===== config.mk =====
export PLATFORM = sky130hd
export DESIGN_NAME = pio_prog_loader
export DESIGN_NICKNAME = d
export VERILOG_FILES = /design/src/rtl/pio_pkg.sv /design/src/rtl/pio_prog_loader.sv
export SDC_FILE = /design/constraint.sdc
export NUM_CORES = 1
export LEC_CHECK = 0
export CAP_MARGIN = 10
export CORE_MARGIN = 5
export CORE_UTILIZATION = 44
export CTS_CLUSTER_DIAMETER = 80
export DETAILED_ROUTE_END_ITERATION = 10
export GPL_ROUTABILITY_DRIVEN = 0
export PLACE_DENSITY = 0.86
export SYNTH_ARGS = -nofsm -noshare
export SYNTH_HDL_FRONTEND = slang
export SYNTH_SLANG_ARGS = --single-unit

===== constraint.sdc =====
create_clock -name wb_clk_i -period 3.4 [get_ports wb_clk_i]
set_input_delay 0.34 -clock wb_clk_i [delete_from_list [all_inputs] [get_ports wb_clk_i]]
set_output_delay 0.34 -clock wb_clk_i [all_outputs]
set_load 0.01 [all_outputs]

===== src/rtl/pio_pkg.sv =====
// Shared constants for the PIO program loader: states, action codes,
// register field offsets and the Wishbone address helper.
package pio_pkg;

  typedef logic [2:0] state_t;

  localparam state_t S_IDLE      = 3'd0;
  localparam state_t S_RST_REQ   = 3'd1;
  localparam state_t S_RST_ACK   = 3'd2;
  localparam state_t S_WAIT_WORD = 3'd3;
  localparam state_t S_WR_REQ    = 3'd4;
  localparam state_t S_WR_ACK    = 3'd5;
  localparam state_t S_FINISH    = 3'd6;

  localparam logic [3:0] ACT_CTRL  = 4'd0;
  localparam logic [3:0] ACT_INSTR = 4'd1;

  localparam logic [31:0] RST_WORD = 32'h8000_0000;

  localparam int MIDX_LSB = 6;
  localparam int ACT_LSB  = 2;

  localparam logic [5:0] MAX_LEN = 6'd32;

  function automatic logic [31:0] pio_adr(
    input logic [31:0] base,
    input logic [1:0]  midx,
    input logic [3:0]  act
  );
    pio_adr = base
            | (32'(midx) << MIDX_LSB)
            | (32'(act) << ACT_LSB);
  endfunction

endpackage


===== src/rtl/pio_prog_loader.sv =====
// Loads a PIO program over Wishbone: soft reset, then one write per word.
// Optional ack timeout with sticky err: define PIO_LOADER_TIMEOUT_EN.
module pio_prog_loader
  import pio_pkg::*;
#(
  parameter logic [31:0] BASE_ADDR      = 32'h3000_0000,
  parameter int          TIMEOUT_CYCLES = 255
) (
  input  logic        wb_clk_i,
  input  logic        wb_rst_ni,
  input  logic        start,
  input  logic [5:0]  prog_len,
  input  logic [1:0]  tgt_mindex,
  input  logic        s_valid,
  output logic        s_ready,
  input  logic [15:0] s_data,
  output logic        wbm_cyc_o,
  output logic        wbm_stb_o,
  output logic        wbm_we_o,
  output logic [3:0]  wbm_sel_o,
  output logic [31:0] wbm_adr_o,
  output logic [31:0] wbm_dat_o,
  input  logic        wbm_ack_i,
  output logic        busy,
  output logic        done,
  output logic        err,
  output logic [5:0]  words_loaded
);

  state_t      state;
  state_t      state_nx;
  logic [1:0]  midx_q;
  logic [5:0]  len_q;
  logic [5:0]  wl_q;
  logic [5:0]  wl_inc;
  logic [15:0] data_q;
  logic        bus_req;
  logic        is_rst;
  logic        is_wr;
  logic        in_ack;
  logic        to_hit;

  assign is_rst  = (state == S_RST_REQ) || (state == S_RST_ACK);
  assign is_wr   = (state == S_WR_REQ) || (state == S_WR_ACK);
  assign in_ack  = (state == S_RST_ACK) || (state == S_WR_ACK);
  assign bus_req = is_rst || is_wr;
  assign wl_inc  = (wl_q >= MAX_LEN) ? MAX_LEN : wl_q + 6'd1;

`ifdef PIO_LOADER_TIMEOUT_EN
  localparam logic [31:0] TO_LAST = 32'(TIMEOUT_CYCLES - 1);

  logic [31:0] to_cnt;
  logic        err_q;

  assign to_hit = in_ack && !wbm_ack_i && (to_cnt == TO_LAST);
  assign err    = err_q;

  always_ff @(posedge wb_clk_i or negedge wb_rst_ni) begin
    if (!wb_rst_ni) begin
      to_cnt <= '0;
      err_q  <= 1'b0;
    end else begin
      to_cnt <= in_ack ? to_cnt + 32'd1 : '0;
      if (state == S_IDLE && start)
        err_q <= 1'b0;
      else if (to_hit)
        err_q <= 1'b1;
    end
  end
`else
  logic unused_to;

  assign unused_to = ^{32'(TIMEOUT_CYCLES), in_ack};
  assign to_hit    = 1'b0;
  assign err       = 1'b0;
`endif

  always_comb begin
    state_nx = state;
    unique case (state)
      S_IDLE:
        if (start) state_nx = S_RST_REQ;
      S_RST_REQ, S_RST_ACK:
        if (wbm_ack_i)
          state_nx = (len_q == 6'd0) ? S_FINISH : S_WAIT_WORD;
        else if (to_hit)
          state_nx = S_FINISH;
        else
          state_nx = S_RST_ACK;
      S_WAIT_WORD:
        if (s_valid) state_nx = S_WR_REQ;
      S_WR_REQ, S_WR_ACK:
        if (wbm_ack_i)
          state_nx = (wl_inc >= len_q) ? S_FINISH : S_WAIT_WORD;
        else if (to_hit)
          state_nx = S_FINISH;
        else
          state_nx = S_WR_ACK;
      S_FINISH:
        state_nx = S_IDLE;
      default:
        state_nx = S_IDLE;
    endcase
  end

  always_ff @(posedge wb_clk_i or negedge wb_rst_ni) begin
    if (!wb_rst_ni) begin
      state  <= S_IDLE;
      midx_q <= '0;
      len_q  <= '0;
      wl_q   <= '0;
      data_q <= '0;
    end else begin
      state <= state_nx;
      if (state == S_IDLE && start) begin
        midx_q <= tgt_mindex;
        len_q  <= (prog_len > MAX_LEN) ? MAX_LEN : prog_len;
        wl_q   <= '0;
      end
      if (state == S_WAIT_WORD && s_valid)
        data_q <= s_data;
      if (is_wr && wbm_ack_i)
        wl_q <= wl_inc;
    end
  end

  // Bus outputs are pure decodes of state, so reset clears them at once.
  assign wbm_cyc_o = bus_req;
  assign wbm_stb_o = bus_req;
  assign wbm_we_o  = bus_req;
  assign wbm_sel_o = bus_req ? 4'hF : 4'h0;
  assign wbm_adr_o = !bus_req ? '0 :
                     pio_adr(BASE_ADDR, midx_q,
                             is_rst ? ACT_CTRL : ACT_INSTR);
  assign wbm_dat_o = !bus_req ? '0 :
                     is_rst ? RST_WORD : {16'h0000, data_q};

  assign s_ready      = (state == S_WAIT_WORD);
  assign busy         = (state != S_IDLE);
  assign done         = (state == S_FINISH);
  assign words_loaded = wl_q;

endmodule

Word level (Yosys, flattened, before mapping)
Index checks and enable logic that the tools add are counted.

storage, ports and cells
  bits in registers = 33
  bits in latches = 0
  memory bits (writable) = 0
  bits in read-only memories = 0
  output and inout bits = 81
  memories = 0

operators by class
  add/sub/neg operators = 1
  $mul = 0
  divide/modulo/power cells = 0
  $lt $le $gt $ge = 3
  equal/unequal tests = 8
  shifts and indexed selects = 0
  muxes and demuxes = 16
  bitwise gates (word level) = 1
  reduce and logical (&&, ||, !) cells = 13

operators by type and width
  operator               count
  $mux W32               2
  $mux W30               1
  $or A30 B3 Y30         1
  $mux W6                4
  $mux W3                6
  $pmux W3 S4            1
  $eq A3 B3 Y1 const B   3
  $add A6 B1 Y6 const B  1
  $eq A3 B2 Y1 const B   2
  $ge A6 B6 Y1           1
  $ge A6 B6 Y1 const B   1
  $gt A6 B6 Y1 const B   1
  $logic_not A6 Y1       1
  $mux W4                1
  $ne A2 B2 Y1 const B   2
  $reduce_or A2 Y1       2
  $eq A3 B1 Y1 const B   1
  $logic_and A1 B1 Y1    3
  $logic_not A3 Y1       1
  $logic_or A1 B1 Y1     3
  $reduce_bool A3 Y1     1
  $reduce_and A2 Y1      1
  $reduce_bool A2 Y1     1
  $mux W1                1

Logic depth before layout (Yosys ltp)
  word-level depth = 6
  mapped depth = 9
  mapped depth without buffers = 9

Worst setup path after synthesis
OpenSTA, ideal clock, no wires.

  kind = reg-to-reg
  start = reg wl_q[2], in the netlist words_loaded[2]
  end = reg state[2]
  library setup time = 128 ps
  arrival time = 1,796 ps
  required time = 3,272 ps
  setup slack = 1,476 ps
  stages on the path, launching flop included = 9
  buffers on the path = 0
  cells stage by stage = dfrtp_1 -> and3_1 -> xnor2_1 -> nor2_1 -> ha_1 -> a211o_1 -> o211ai_1 -> o2111a_1 -> o22ai_1

on the way
  longest elaborated chain between the ends = 6
  elaborated cells on any way between the ends = 7
  those cells by class = add/sub: 1; order compare: 2; mux: 4

RTL lines
  item                                           line                    text
  from (decl)                                    pio_prog_loader.sv:34   logic [5:0] wl_q;
  from (signal assigned)                         pio_prog_loader.sv:123  wl_q <= wl_inc;
  $add A6 B1 Y6 or $ge A6 B6 Y1 (tied branches)  pio_prog_loader.sv:47   assign wl_inc = (wl_q >= MAX_LEN) ? MAX_LEN : wl_q + 6'd1;
  $mux W6 *                                      pio_prog_loader.sv:47
  $ge A6 B6 Y1 *                                 pio_prog_loader.sv:94   state_nx = (wl_inc >= len_q) ? S_FINISH : S_WAIT_WORD;
  $mux W3 *                                      pio_prog_loader.sv:94
  $mux W3 *                                      pio_prog_loader.sv:93   if (wbm_ack_i)
  $pmux W3 S4 *                                  pio_prog_loader.sv:80   unique case (state)
  to (signal assigned)                           pio_prog_loader.sv:114  state <= state_nx;
  to (decl)                                      pio_prog_loader.sv:30   state_t state;

Every way passes the cells marked *; elsewhere a longest branch is shown, timed or not.
A chain may end at the register's enable or synchronous reset.

Final worst setup path
  start = reg state[1]
  end = out wbm_sel_o[0]

on the way
  longest elaborated chain between the ends = 4
  elaborated cells on any way between the ends = 8
  those cells by class = eq/ne: 4; mux: 1; reduce/logical: 3

RTL lines
  item                                          line                                          text
  $eq A3 B1 Y1, or another cell as far along    pio_prog_loader.sv:43                         assign is_rst = (state == S_RST_REQ) || (state == S_RST_ACK);
  $logic_or A1 B1 Y1, on equally long branches  pio_prog_loader.sv:43, pio_prog_loader.sv:44
  $logic_or A1 B1 Y1 *                          pio_prog_loader.sv:46                         assign bus_req = is_rst || is_wr;
  $mux W4 *                                     pio_prog_loader.sv:131                        assign wbm_sel_o = bus_req ? 4'hF : 4'h0;
  to (decl)                                     pio_prog_loader.sv:20                         output logic [3:0] wbm_sel_o,

Marks and branches as above.

==> results.py <==
metrics = {
    "status": {
        "outcome": "finished, final reports clean",
    },
    "timing": {
        "fin_crit_sh": 0.735,
        "max_freq_mhz": 400,
        "hold_viol": 0,
        "fin_setup_tns_ns": 0,
        "finalCriticalPeriod_ns": 2.50,
        "setup_viol": 0,
        "slew_viol_final": 0,
        "slew_headroom": 0.489,
        "tightest_slew_ns": 0.764,
        "clock_skew_ns": 0.00482,
        "rsz0062_at_grt": "false",
    },
    "grt": {
        "antenna_found_initial": 0,
        "first_global_vias": 1470,
        "grt_usage": 0.139,
        "grt_max_degree": 34,
        "grt_pass1_wl_um": 7060,
        "grt-ovfl-total": 0,
    },
    "setup_path": {
        "rr_endpoint": "state[2]$_DFFE_PN0P_",
        "cp_max_fo": 23,
        "cp.required_ns": 3.06,
        "cp.depth": 4,
        "path_delay_family": "buffers and inverters",
        "crit_chain": "and2b_2, nor2_1, inv_1, clkdlybuf4s50_1",
        "cp-startpoint": "state[1]$_DFFE_PN0P_",
        "critPathCapture": "wbm_sel_o[0]",
        "endpoint_kind": "primary output",
        "crit_buf_inv": 2,
        "worst_ep_arrival_time_ns": 2.16,
        "rr_startpoint": "words_loaded[2]$_DFFE_PN0P_",
        "slowest_delay_ns": 0.59,
        "reg2reg_depth": 8,
        "crit_type": "flip-flop to primary output",
        "crit_slowest_cell": "clkdlybuf4s50_1",
        "r2r_slack_ns": 1.37,
        "startpoint_type": "flip-flop",
    },
    "clocking": {
        "cts_resized": 0,
        "cts_made_buffers": 5,
        "cts_hold_buf": 0,
        "cts_tree": "built",
        "post_cts_buffers": 0,
        "clockBufferDepth": 2,
        "clock-sinks": 33,
        "clk_latency_ns": 0.28,
        "clk_pin_slew_ns": 0.06,
        "root_buffer": "clkbuf_8",
        "htree_levels": 2,
    },
    "power": {
        "switching_power_mw": 0.740,
        "switching_share": 0.351,
        "power.leakage_nw": 1.31,
        "p_int_mw": 1.37,
        "comb_power_share": 0.538,
        "seqPwrFrac": 0.323,
        "ir_drop_v": 0.000446,
        "power_frac_clock": 0.139,
        "power.density_mw_per_mm2": 749,
    },
    "logic_synthesis": {
        "synth_edf_count": 0,
        "ys.flop_type": "dfrtp_1",
        "synthCells": 220,
        "ys_types": 45,
        "synthTopCellsByCount": "buf_4, dfrtp_1, and2_1, mux2_4, inv_1",
        "synth.avg_cell_area_um2": 10.3,
        "yosys_register_bits": 33,
        "netlist_area_mm2": 0.00226,
        "synth.area.top_cells": "dfrtp_1, buf_4, mux2_4, and2_1, ha_1",
        "yosys.area.top_type": "dfrtp_1",
        "ys_seq_area_frac": 0.366,
        "synthArstFlopShare": 1.00,
        "yosysWarnings": 0,
        "synth_top_area_share": 0.366,
        "yosysMostFrequentCell": "buf_4",
    },
    "routing": {
        "drc": 0,
        "drtIter0Drc": 55,
        "via_per_inst": 4.46,
        "routedWlPerCell_um": 13.2,
        "wl_um": 4560,
        "firstDrtPassIters": 4,
        "drtAntennaViolNets": 0,
        "via_count": 1544,
    },
    "floorplanning": {
        "dieArea_mm2": 0.00666,
        "die-height_um": 81.6,
        "core_area_mm2": 0.00504,
        "chipWidth_um": 81.6,
        "start_util": 0.448,
        "ios": 110,
        "rows": 26,
    },
    "cells_and_area": {
        "area_growth_pct": 24.5,
        "finish.net_count": 313,
        "drive_gt1_frac": 0.112,
        "diodes": 0,
        "fin_util": 0.557,
    },
    "job": {
        "maxCapViolCount": 0,
    },
    "worst_hold_path": {
        "hp-class": "primary input to async pin",
    },
    "placement": {
        "numPortBuffers": 66,
        "dpl.hpwl_um": 3580,
    },
}
-- final cells by class --
class	instances	area, µm²
clock buffers	7	86.3
fillers	442	2230
inverters	11	41.3
multi-input cells	158	1100
flip-flops and latches	33	826
well taps	70	87.6
repair buffers	67	668
-- kinds of logic after synthesis --
| logic type | after synthesis | synth area share |
|---|---|---|
| flip-flops | 33 | 0.366 |
| other | 1 | 0.00166 |
| buffers and inverters | 71 | 0.216 |
| multiplexers | 19 | 0.116 |
| XOR/XNOR | 4 | 0.0155 |
| AO/OA/AOI/OAI | 26 | 0.0832 |
| AND/OR/NAND/NOR | 58 | 0.157 |
| adder cells (fa/ha/maj) | 8 | 0.0443 |
-- metrics by stage --
stage | hold slack, ns | cells | total power, mW | setup WS (ns) | area [µm²]
5_1_grt | 0.505 | 346 | 2.26 | 0.754 | 2810
4_1_cts | 0.489 | 346 | 2.14 | 0.880 | 2810
3_5_place_dp | 0.475 | 339 | 1.83 | 1.19 | 2720
3_3_place_gp | 0.465 | 339 | 1.79 | 1.27 | 2720
2_1_floorplan | 0.0444 | 262 | 1.49 | 1.48 | 2410
6_report | 0.475 | 346 | 2.11 | 0.902 | 2810
-- sequential cells by signal, summed over array words and instances, names as in the netlist --
| name | flops |
|---|---|
| state | 3 |
| words_loaded | 6 |
| data_q | 16 |
| len_q | 6 |
| midx_q | 2 |
-- worst register-to-register path, stage by stage, from the launching register on --
cell and delay [ns]:
dfrtp_1 0.43, and3_1 0.22, xnor2_1 0.19, nor2_1 0.07, ha_1 0.29, a211o_1 0.30, o211ai_1 0.12, o2111a_1 0.21
o22ai_1 0.08
-- power groups by stage --
stage	sequential, mW	combinational, mW	clock, mW
after floorplan	0.630	0.860	0
after global placement	0.672	1.12	0
after detailed placement	0.681	1.15	0
after CTS	0.679	1.15	0.302
after global routing	0.704	1.24	0.317
final	0.681	1.13	0.292
-- placed cells by master, fill, tap and decap left out, types with 3 or more instances in the layout --
| cell type | count |
|---|---|
| ha_1 | 8 |
| and2_1 | 16 |
| o21ai_1 | 7 |
| nor2b_1 | 4 |
| xnor2_1 | 3 |
| nor2_1 | 6 |
| inv_1 | 11 |
| conb_1 | 43 |
| dfrtp_1 | 33 |
| nand2_1 | 6 |
| nand2b_1 | 7 |
| clkbuf_8 | 6 |
| clkdlybuf4s50_1 | 66 |
| and3_1 | 3 |
| mux2_1 | 6 |
| mux2_4 | 13 |
| nand3_1 | 5 |
| o31ai_1 | 3 |
-- worst min path at each step --
stage	to	cells past startpoint	slack [ns]	startpoint
floorplan	data_q[0]$_DFFE_PN0P_	0	0.04	wb_rst_ni
CTS	words_loaded[1]$_DFFE_PN0P_	2	0.49	wb_rst_ni
finish	data_q[5]$_DFFE_PN0P_	2	0.47	wb_rst_ni
detailed placement	data_q[0]$_DFFE_PN0P_	1	0.47	data_q[0]$_DFFE_PN0P_
global route	data_q[5]$_DFFE_PN0P_	1	0.51	data_q[5]$_DFFE_PN0P_
global placement	data_q[3]$_DFFE_PN0P_	1	0.46	data_q[3]$_DFFE_PN0P_
-- metal layers --
metal	track usage	wire length [µm]
met5	0	0
met2	0.232	2210
met4	0.0299	42
met1	0.153	1700
met3	0.0789	606
No activity file was read; power rests on OpenSTA's default activity.
